### src/rtl/alu_wide_seq.sv
// Byte-serial sequencer driving a shared 8-bit ALU for NBYTES*8-bit ops.
// LSB byte first, carry/borrow chained through a register between bytes.
module alu_wide_seq #(
  parameter int NBYTES = 2
) (
  input  logic                  clk,
  input  logic                  reset_n,
  input  logic                  req_valid,
  output logic                  req_ready,
  input  logic [2:0]            req_op,
  input  logic [8*NBYTES-1:0]   req_a,
  input  logic [8*NBYTES-1:0]   req_b,
  input  logic                  req_carry_in,
  output logic                  resp_valid,
  input  logic                  resp_ready,
  output logic [8*NBYTES-1:0]   resp_result,
  output logic                  resp_carry,
  output logic                  resp_zero,
  output logic                  resp_neg,
  output logic                  resp_overflow,
  output logic [2:0]            alu_op,
  output logic [7:0]            alu_a,
  output logic [7:0]            alu_b,
  output logic                  alu_carry_in,
  input  logic [7:0]            alu_out,
  input  logic                  alu_flag_carry,
  input  logic                  alu_flag_zero,
  input  logic                  alu_flag_neg,
  input  logic                  alu_flag_overflow
);

  localparam int W  = 8 * NBYTES;
  localparam int IW = (NBYTES > 1) ? $clog2(NBYTES) : 1;
  localparam logic [IW-1:0] LAST = IW'(NBYTES - 1);

  localparam logic [2:0] OP_ADD = 3'b000;
  localparam logic [2:0] OP_SUB = 3'b001;
  localparam logic [2:0] OP_SHL = 3'b101;

  typedef enum logic [1:0] {
    S_IDLE,
    S_EXEC,
    S_COMMIT,
    S_DONE
  } state_e;

  state_e        state_q, state_d;
  logic [IW-1:0] idx_q, idx_d;
  logic [2:0]    op_q, op_d;
  logic [W-1:0]  a_q, a_d;
  logic [W-1:0]  b_q, b_d;
  logic          cin_q, cin_d;
  logic          cy_q, cy_d;
  logic [W-1:0]  acc_q, acc_d;
  logic          zacc_q, zacc_d;
  logic          neg_q, neg_d;
  logic          ovf_q, ovf_d;
  logic          vld_q, vld_d;
  logic [W-1:0]  res_q, res_d;
  logic          rc_q, rc_d;
  logic          rz_q, rz_d;
  logic          rn_q, rn_d;
  logic          rv_q, rv_d;
  logic          chain_op;

  assign chain_op = (op_q == OP_ADD) || (op_q == OP_SUB) ||
                    (op_q == OP_SHL);

  assign req_ready     = (state_q == S_IDLE) && reset_n;
  assign resp_valid    = vld_q;
  assign resp_result   = res_q;
  assign resp_carry    = rc_q;
  assign resp_zero     = rz_q;
  assign resp_neg      = rn_q;
  assign resp_overflow = rv_q;

  always_comb begin
    state_d      = state_q;
    idx_d        = idx_q;
    op_d         = op_q;
    a_d          = a_q;
    b_d          = b_q;
    cin_d        = cin_q;
    cy_d         = cy_q;
    acc_d        = acc_q;
    zacc_d       = zacc_q;
    neg_d        = neg_q;
    ovf_d        = ovf_q;
    vld_d        = vld_q;
    res_d        = res_q;
    rc_d         = rc_q;
    rz_d         = rz_q;
    rn_d         = rn_q;
    rv_d         = rv_q;
    alu_op       = 3'b000;
    alu_a        = 8'h00;
    alu_b        = 8'h00;
    alu_carry_in = 1'b0;
    unique case (state_q)
      S_IDLE: begin
        if (req_valid) begin
          op_d    = req_op;
          a_d     = req_a;
          b_d     = req_b;
          cin_d   = req_carry_in;
          idx_d   = '0;
          zacc_d  = 1'b1;
          state_d = S_EXEC;
        end
      end
      S_EXEC: begin
        alu_op = op_q;
        alu_a  = a_q[8*idx_q +: 8];
        alu_b  = b_q[8*idx_q +: 8];
        // byte 0 takes the request carry, later bytes the chained one
        if (chain_op)
          alu_carry_in = (idx_q == '0) ? cin_q : cy_q;
        acc_d[8*idx_q +: 8] = alu_out;
        cy_d   = alu_flag_carry;
        zacc_d = zacc_q & alu_flag_zero;
        neg_d  = alu_flag_neg;
        ovf_d  = alu_flag_overflow;
        if (idx_q == LAST)
          state_d = S_COMMIT;
        else
          idx_d = idx_q + 1'b1;
      end
      S_COMMIT: begin
        res_d   = acc_q;
        rc_d    = chain_op & cy_q;
        rz_d    = zacc_q;
        rn_d    = neg_q;
        rv_d    = ovf_q;
        vld_d   = 1'b1;
        state_d = S_DONE;
      end
      S_DONE: begin
        if (resp_ready) begin
          vld_d   = 1'b0;
          state_d = S_IDLE;
        end
      end
      default: state_d = S_IDLE;
    endcase
  end

  always_ff @(posedge clk or negedge reset_n) begin
    if (!reset_n) begin
      state_q <= S_IDLE;
      idx_q   <= '0;
      op_q    <= 3'b000;
      a_q     <= '0;
      b_q     <= '0;
      cin_q   <= 1'b0;
      cy_q    <= 1'b0;
      acc_q   <= '0;
      zacc_q  <= 1'b0;
      neg_q   <= 1'b0;
      ovf_q   <= 1'b0;
      vld_q   <= 1'b0;
      res_q   <= '0;
      rc_q    <= 1'b0;
      rz_q    <= 1'b0;
      rn_q    <= 1'b0;
      rv_q    <= 1'b0;
    end else begin
      state_q <= state_d;
      idx_q   <= idx_d;
      op_q    <= op_d;
      a_q     <= a_d;
      b_q     <= b_d;
      cin_q   <= cin_d;
      cy_q    <= cy_d;
      acc_q   <= acc_d;
      zacc_q  <= zacc_d;
      neg_q   <= neg_d;
      ovf_q   <= ovf_d;
      vld_q   <= vld_d;
      res_q   <= res_d;
      rc_q    <= rc_d;
      rz_q    <= rz_d;
      rn_q    <= rn_d;
      rv_q    <= rv_d;
    end
  end

endmodule

### config.mk
export PLATFORM = sky130hd
export DESIGN_NAME = alu_wide_seq
export DESIGN_NICKNAME = d
export VERILOG_FILES = /design/src/rtl/alu_wide_seq.sv
export SDC_FILE = /design/constraint.sdc
export NUM_CORES = 1
export LEC_CHECK = 0
export CAP_MARGIN = 20
export CELL_PAD_IN_SITES_DETAIL_PLACEMENT = 1
export CELL_PAD_IN_SITES_GLOBAL_PLACEMENT = 1
export CORE_ASPECT_RATIO = 1.5
export CORE_MARGIN = 2
export CORE_UTILIZATION = 29
export CTS_CLUSTER_SIZE = 30
export DETAILED_ROUTE_END_ITERATION = 12
export GPL_TIMING_DRIVEN = 0
export PLACE_DENSITY = 0.7
export SLEW_MARGIN = 20
export SYNTH_ARGS = -nofsm -noshare
export SYNTH_HDL_FRONTEND = slang
export SYNTH_SLANG_ARGS = --single-unit
### constraint.sdc
create_clock -name clk -period 1.6 [get_ports clk]
set_input_delay 0.32 -clock clk [delete_from_list [all_inputs] [get_ports clk]]
set_output_delay 0.32 -clock clk [all_outputs]
set_load 0.01 [all_outputs]
Yosys cells after proc, flatten, opt, wreduce, memory -nomap -nowiden

Cells that the tools add are included.

Logic and storage cells: 62
Memories: 0
Bits in latches: 0
Register bits after elaboration: 80
Bits in writable memories: 0
Output and inout bits: 42
ROM bits: 0

Magnitude comparators: 0
Reduce and logical (&&, ||, !) cells: 11
Divide/modulo/power cells: 0
Mux-type cells: 18
Shift operators: 4
Equal/unequal tests: 8
$mul: 0
Bitwise operators: 2
Add/sub/neg operators: 2

Operator list:

| operator                                               | number |
|---|---|
| negator 4 -> 34 bit                                    | 1 |
| variable shift 8 x 34 -> 16 bit (first input constant) | 1 |
| indexed part select 8 x 34 -> 16 bit                   | 1 |
| indexed part select 16 x 5 -> 8 bit                    | 2 |
| bitwise mux 16 bit                                     | 1 |
| 2-to-1 mux 8 bit                                       | 2 |
| case mux 2 bit (4 select lines)                        | 1 |
| 2-to-1 mux 1 bit                                       | 7 |
| 2-to-1 mux 2 bit                                       | 3 |
| inequality test 2 bit (second input constant)          | 3 |
| case mux 1 bit (2 select lines)                        | 3 |
| AND reduction 2 bit                                    | 3 |
| equality test 2 bit (second input constant)            | 2 |
| nonzero test 2 bit                                     | 2 |
| equality test 3 x 1 -> 1 bit (second input constant)   | 1 |
| equality test 3 bit (second input constant)            | 1 |
| zero test 3 bit                                        | 1 |
| 2-to-1 mux 3 bit                                       | 1 |
| AND reduction 3 bit                                    | 1 |
| bitwise AND 1 bit                                      | 2 |
| equality test 2 x 1 -> 1 bit (second input constant)   | 1 |
| zero test 2 bit                                        | 1 |
| logical OR 1 bit                                       | 2 |
| adder 1 bit (second input constant)                    | 1 |
| logical AND 1 bit                                      | 1 |

Longest topological paths before layout

Gate-level depths: netlist of the first run.

Depth after elaboration: 5
Mapped depth: 6

Worst setup path after synthesis of the first run

OpenSTA, ideal clock, no wires.

Path type: reg-to-reg
Start point: reg state_q[0]
End point: reg state_q[1]
Clock period less this slack: 1538 ps
Setup slack: 62 ps
Setup time: 128 ps
Data required time: 1472 ps
Cell stages (with the launch flop): 6
Arrival: 1410 ps
Cell sequence: dfrtp_1 > inv_1 > ha_1 > nor2b_2 > a221oi_2 > mux2_1

Longest elaborated chain between the ends: 3
Elaborated cells between the ends (all ways): 9
Classes of those cells: eq/ne (6); mux (1); reduce/logical (2)

RTL lines:

| element                                                    | line | RTL |
|---|---|---|
| start: declaration                                         | 47   | `state_e state_q, state_d;` |
| start signal: assignment                                   | 167  | `state_q <= state_d;` |
| equality test 2 x 1 -> 1 bit, or another cell as far along | 99   | `unique case (state_q)` |
| inequality test 2 bit (no source line)                     | --   |  |
| AND reduction 3 bit (no source line)                       | --   |  |

Parallel ways exist; a longest one is shown, timed or not.
A chain may end at the register's enable or synchronous reset.

Final worst setup path of the first run

Start point: reg state_q[1]
End point: out alu_b[6]

Longest elaborated chain between the ends: 2

RTL lines:

| element                      | line | RTL |
|---|---|---|
| equality test 2 x 1 -> 1 bit | 99   |  |
| 2-to-1 mux 8 bit             | 99   |  |
| end: declaration             | 23   | `output logic [7:0] alu_b,` |

No other way between the ends.

==> key figures, run 1 <==
Status
  • Status: finished, violations left
  • Violated checks: setup timing

Synth
  • Cell variety after synth: 25
  • Synthesized area: approximately 3500 µm²
  • Asr flop ratio synth: between 90% and 100%
  • Yosys warns: 0
  • Synth top area share: between 50% and 60%
  • Synthesized flop and latch total: 80
  • Synth area leaders: dfrtp_1 (57%), mux2_4 (12%), mux2_2 (12%)
  • Post-synth EDFFs: 0
  • Seq/Total Area, Yosys: between 50% and 60%
  • Commonest cells in the netlist: dfrtp_1 (80), mux2_2 (38), mux2_4 (29), mux2i_1 (17), nor2b_1 (17)
  • Cell with the most instances after synthesis: dfrtp_1
  • Synth area leader: dfrtp_1
  • Synthesized area per cell: 15.36 µm²
  • Synth Net Count: approximately 290
  • Ys flop type: dfrtp_1
  • Post-Synthesis Cells: ~230

Routing
  • Detailed-route wire length per cell: about 18 µm
  • Met1 wire length: 3.692 mm
  • DR top layer: met4
  • Routed length on met3: between 300 and 400 µm
  • DRT Pass-1 Iters: 3
  • Vias post-DR: about 2.3k
  • Vias per inst: about 4.5
  • Starting DRT DRC Count: 26
  • # DRC: 0
  • Total routed wirelength: between 9 and 10 mm
  • Antenna viol nets, final: 0
  • WL met2: 5.244 mm

Global routing
  • Global route overflow: 0
  • Vias in the first global route: between 2k and 3k
  • Maximum number of pins on one net before global-route repair: 49
  • First-pass GRT wire length: about 14 mm
  • Initial antenna violation count: 0
  • Gr usage total: roughly 14%

STA
  • Final min period: between 1.5 and 2 ns
  • Fin. Hold Viols: 0
  • Slew margin rel.: approximately three fifths
  • RSZ-0062 raised after global routing: yes
  • Setup TNS: -10.61 ns
  • Setup ws final: -0.2612 ns
  • Final period utilization: 116.3%
  • Clock skew: around 0.0047 ns
  • Worst Tran Pin Value: about 0.63 ns
  • Slew Limit Fails: 0
  • Achievable Freq: roughly 540 MHz
  • Setup violations, final: 68

Placement
  • Detail Placement HPWL: between 5 and 6 mm
  • Routability cong.: roughly 0.67
  • Placed Instances: about 480
  • Port bufs: between 90 and 100

Pwr
  • Peak supply drop: about 0.00084 V
  • PwrDens: between 2000 and 2500 nW/µm²
  • Overall power: between 0.01 and 0.015 W
  • LEAKAGE: 2.534 nW

Worst setup path
  • Crit path largest cell delay: 0.39 ns
  • Worst Path Max Fanout: 5
  • Arrival time worst endpoint: roughly 1.5 ns
  • Slowest CP cell: dfrtp_1
  • Setup crit start kind: flop
  • Buf+Inv Stages, Crit Path: 4
  • Critical path class: flop to primary output
  • Critical Path, Cell by Cell: inv_2 > ha_4 > buf_6 > clkbuf_8 > nor2b_1 > buf_2
  • Crit end category: primary output
  • Crit path required time: 1.28 ns
  • CP top delay family: buffers and inverters

Hold path
  • Hold Path Class: primary input to asynchronous set/reset pin

Clocking
  • Inserted Clock Buffers: 9
  • Hold buffer count at CTS: 0
  • TritonCTS clock tree: yes
  • Clock Path Buffers: 2
  • Clk root buf: clkbuf_16
  • Num Clock Sinks: 80
  • Worst skew pair latency: 0.33 ns
  • Clock transition at the registers of the reported paths: 0.06 ns
  • H-tree depth: 3

Floorplan
  • Die width: about 94 µm
  • Height of the die: around 140 µm
  • Starting Density: between 20% and 30%
  • Die area: between 10000 and 15000 µm²
  • Std-Cell Rows: slightly below 50
  • Num ports: 94
  • Core outline area: approximately 12000 µm²

Final layout
  • Nets@finish: slightly above 400
  • Finished Layout Cells: between 500 and 600
  • Area Overhead vs Synth: 58.91%
  • Layout cells sized above 1: 48.20%
  • Antenna Cells: 0
  • Filler instances: 1193

Flow run
  • MaxCap Viol Count: 0
cell type report:
type | instances | area [µm²] | area share [%]
plain buffers | 7 | 150.1 | 2.686
flip-flops and latches | 80 | 2003 | 35.84
well taps | 153 | 191.4 | 3.425
inverters | 5 | 26.28 | 0.4701
clock inverters | 5 | 81.33 | 1.455
clock buffers | 10 | 229.0 | 4.097
multi-input cells | 135 | 1670 | 29.89
repair buffers | 119 | 1237 | 22.14
metrics by stage:
stage | hold slack, ns | worst slack, ns | utilization [%] | cell area (µm²)
after global routing | 0.05094 | -0.3295 | 46.99 | 5589
after floorplan | 0.02441 | 0.06199 | - | 3517
after detailed placement | 0.3868 | -0.7475 | 39.15 | 4657
final | 0.01189 | -0.2612 | 46.99 | 5589
after CTS | 0.02232 | -0.3301 | 44.41 | 5283
after global placement | 0.4734 | -3.154 | 39.01 | 4639
cells in the final DEF, fill, tap and decap left out, drive strengths merged:
| cell | n |
|---|---|
| inv | 6 |
| ha | 4 |
| clkbuf | 16 |
| mux2 | 76 |
| a221oi | 1 |
| dfrtp | 80 |
| and2 | 4 |
| clkdlybuf4s50 | 65 |
| buf | 49 |
| a31o | 1 |
| nand2 | 4 |
| nor2 | 2 |
| dlymetal6s2s | 6 |
| o2bb2ai | 1 |
| nor2b | 18 |
| clkinv | 1 |
| a21oi | 4 |
| bufinv | 2 |
| mux2i | 17 |
| clkinvlp | 1 |
| o21ai | 2 |
| and3 | 1 |
cells by family (layout without fill, tap and decap cells):
family          count (synthesis)  count (layout)  share of synthesized area, %
compound gates                  9               9                         1.779
flops                          80              80                         56.92
simple gates                   28              29                         4.980
fa+ha+maj                       4               4                         1.423
mux                            93              93                         32.27
buf+inv                        15             146                         2.632
report_power, final:
group,switching [W],internal (W)
Clock,0.000828,0.00136
Sequential,0.000632,0.00309
Combinational,0.00227,0.00377
Total,0.00373,0.00822
routing by layer:
layer	vias up	global-route usage [%]
met2	68	25.49
met4	0	4.577
met3	11	3.315
met1	1149	17.30
li1	1062	-
met5	-	0
registers in the layout, indices dropped and copies added (netlist names):
name / flops
b_q: 16
resp_carry: 1
op_q: 3
cy_q: 1
idx_q: 1
zacc_q: 1
resp_result: 16
acc_q: 16
neg_q: 1
cin_q: 1
ovf_q: 1
resp_valid: 1
state_q: 2
resp_overflow: 1
resp_neg: 1
a_q: 16
resp_zero: 1
path summary, 6_finish.rpt:
path / endpoint / cells after the start / start / slack (ns)
hold / removal: acc_q[1]$_DFFE_PN0P_ / 1 / reset_n / 0.01
setup reg to reg: b_q[5]$_DFFE_PN0P_ / 8 / state_q[0]$_DFFE_PN0P_ / -0.18
max in group asynchronous: a_q[10]$_DFFE_PN0P_ / 2 / reset_n / 0.98
min in group clk: resp_result[1]$_DFFE_PN0P_ / 1 / acc_q[1]$_DFFE_PN0P_ / 0.50
hold reg to reg: resp_result[1]$_DFFE_PN0P_ / 1 / acc_q[1]$_DFFE_PN0P_ / 0.50
setup / recovery: alu_b[6] / 6 / state_q[1]$_DFFE_PN0P_ / -0.26
timing repair:
item | CTS | global route
buffers inserted | 14 | 7
gates resized for setup | 143 | 41
cloned | 2 | 4
hold endpoints to repair | 0 | 0
endpoints found under the setup margin | 76 | 91
pin swaps | 1 | 4
Note: power is estimated with default switching activity, not from simulation.
==> inputs of run 2 (changes only) <==
--- a/config.mk
+++ b/config.mk
@@ -10,11 +10,11 @@
 export CELL_PAD_IN_SITES_GLOBAL_PLACEMENT = 1
 export CORE_ASPECT_RATIO = 1.5
 export CORE_MARGIN = 2
-export CORE_UTILIZATION = 29
+export CORE_UTILIZATION = 35
 export CTS_CLUSTER_SIZE = 30
 export DETAILED_ROUTE_END_ITERATION = 12
 export GPL_TIMING_DRIVEN = 0
-export PLACE_DENSITY = 0.7
+export PLACE_DENSITY_LB_ADDON = 0.1
 export SLEW_MARGIN = 20
 export SYNTH_ARGS = -nofsm -noshare
 export SYNTH_HDL_FRONTEND = slang
==> constraint.sdc (replaced) <==
create_clock -name clk -period 1.6 [get_ports clk]
set_input_delay 0.32 -clock clk [delete_from_list [all_inputs] [get_ports clk]]
set_output_delay 0.32 -clock clk [all_outputs]
set_load 0.05 [all_outputs]
==> run 2 against run 1 <==
Clock skew fell by 0.00099 ns. Critical path depth did not move. The flow finishes with violations (DRC, hold timing, setup timing). Register-to-register slack improved by 0.18 ns. Clock power fell by 8%. Highest routed layer unchanged. Largest cell class unchanged. Worst hold slack got worse by 0.15 ns. Combinational power rose by 30%. Global-route usage rose by 2.0 points. Final cell count fell by 7.6%. First-iteration DRC count rose by 120%. Die area fell by 17%. Fmax fell by 0.17%.
==> key figures, run 2 (synthesized netlist as in run 1, its figures left out) <==
Clocking
  • Worst skew pair latency: between 0.3 and 0.4 ns
  • TritonCTS clock tree: yes
  • H-tree depth: 3
  • Clock Path Buffers: 2
  • Num Clock Sinks: 80
  • Clk root buf: clkbuf_16
  • Inserted Clock Buffers: 9
  • Clock transition at the registers of the reported paths: roughly 0.06 ns

Final layout
  • Commonest non-fill, non-tap cell in the layout: dfrtp_1
  • Layout cells sized above 1: between 50% and 60%
  • Finished Layout Cells: ~480
  • Most frequent cells in the layout: dfrtp_1 (80), clkdlybuf4s50_1 (50), mux2_2 (37), mux2_4 (32), dlygate4sd2_1 (21)
  • Fin util: approximately three fifths
  • Area Overhead vs Synth: 60.97%
  • Nets@finish: 412
  • Antenna Cells: 0

Global routing
  • First-pass GRT wire length: 13.61 mm
  • Initial antenna violation count: 0
  • Gr usage total: between 10% and 20%
  • Maximum number of pins on one net before global-route repair: between 40 and 50
  • Global route overflow: 0
  • Vias in the first global route: between 2k and 3k

Hold path
  • Hold Path Class: primary input to asynchronous set/reset pin

Floorplan
  • Num ports: 94
  • Die area: about 11000 µm²
  • Core outline area: 9744 µm²
  • Starting Density: between 30 and 40%
  • Std-Cell Rows: 44
  • Die width: between 80 and 90 µm
  • Height of the die: between 100 and 150 µm

STA
  • Clock skew: about 0.0037 ns
  • Final period utilization: 116.5%
  • Final min period: between 1.5 and 2 ns
  • Setup violations, final: 21
  • Slew Limit Fails: 0
  • Setup ws final: -0.2645 ns
  • Hold Slack: -0.1393 ns
  • Setup TNS: -4.972 ns
  • Worst Tran Pin Value: roughly 0.51 ns
  • Achievable Freq: about 540 MHz
  • Fin. Hold Viols: 38
  • RSZ-0062 raised after global routing: yes
  • Slew margin rel.: between 60% and 70%

Routing
  • # DRC: 5
  • Vias post-DR: between 2k and 2.5k
  • Antenna viol nets, final: 0
  • Starting DRT DRC Count: 56
  • Detailed-route wire length per cell: ~18 µm
  • Total routed wirelength: 8.435 mm
  • Vias per inst: 4.779
  • DRT Pass-1 Iters: 8

Worst setup path
  • Critical Path Source: state_q[1]$_DFFE_PN0P_
  • Reg2reg start: state_q[0]$_DFFE_PN0P_
  • Crit end category: primary output
  • Reg2reg setup slack: 0 ns
  • Worst Path Max Fanout: 5
  • R2R Path End: state_q[1]$_DFFE_PN0P_
  • R2R cell count: 5
  • Critical path class: flop to primary output
  • Arrival time worst endpoint: approximately 1.5 ns
  • Crit path required time: 1.28 ns
  • Setup crit start kind: flop

Flow run
  • MaxCap Viol Count: 0

Pwr
  • Overall power: ~0.014 W
  • Peak supply drop: 0.001010 V
  • PwrDens: around 2400 nW/µm²
  • LEAKAGE: 2.507 nW

Placement
  • Placed Instances: around 440
  • Routability cong.: 0.7225
  • Detail Placement HPWL: between 5 and 6 mm
  • Port bufs: 93

Status
  • Violated checks: DRC, hold timing, setup timing
  • Status: finished, violations left
==> run 2: layout make-up <==
class | instances | area, µm²
buffer | 10 | 160.2
clock inverter | 4 | 45.04
sequential | 80 | 2002
timing repair buffer | 116 | 1224
inverter | 5 | 18.77
fill | 922 | 4083
multi-input combinational | 134 | 1826
clock buffer | 11 | 242.7
tap | 115 | 143.9
==> run 2: metrics by stage <==
step	setup WS [ns]	cell area, µm²
detailed placement	-0.8750	4743
global route	-0.3257	5662
finish	-0.2645	5662
global placement	-3.549	4718
floorplan	0.009071	3643
CTS	-0.2628	5499
==> run 2: worst max-delay path by stage <==
stage,endpoint,cells past startpoint
2_1_floorplan,alu_a[0],5
3_3_place_gp,req_ready,3
3_5_place_dp,alu_a[7],6
4_1_cts,alu_a[7],6
5_1_grt,alu_a[7],6
6_report,alu_b[5],6
==> run 2: routing by layer <==
metal | share of wire, % | vias up | routed length [µm] | global-route usage (%)
li1 | - | 1048 | - | -
met5 | 0 | - | 0 | 0
met1 | 40 | 1152 | 3380 | 20.21
met4 | 1.3 | 0 | 110 | 5.789
met3 | 5.8 | 7 | 487 | 4.815
met2 | 53 | 63 | 4457 | 27.53
==> run 2: power breakdown <==
| group | total [W] | leakage [nW] | internal (W) | switching [W] |
|---|---|---|---|---|
| Combinational | 0.00786 | 1.43 | 0.00407 | 0.00379 |
| Clock | 0.00201 | 0.145 | 0.00123 | 0.000777 |
| Sequential | 0.00385 | 0.935 | 0.00309 | 0.000758 |
| Total | 0.0137 | 2.51 | 0.00839 | 0.00533 |
==> run 2: critical path, stage by stage (launching register included) <==
cell	delay, ns
dfrtp_1	0.39
inv_2	0.09
ha_4	0.15
buf_8	0.14
clkbuf_16	0.14
nor2b_4	0.14
buf_6	0.16
==> run 2: timing repair <==
action,4_1_cts,5_1_grt
pin swaps,3,2
endpoints found under the setup margin,97,82
cloned,4,0
buffers inserted,15,5
gates resized for setup,225,34
hold endpoints to repair,38,38
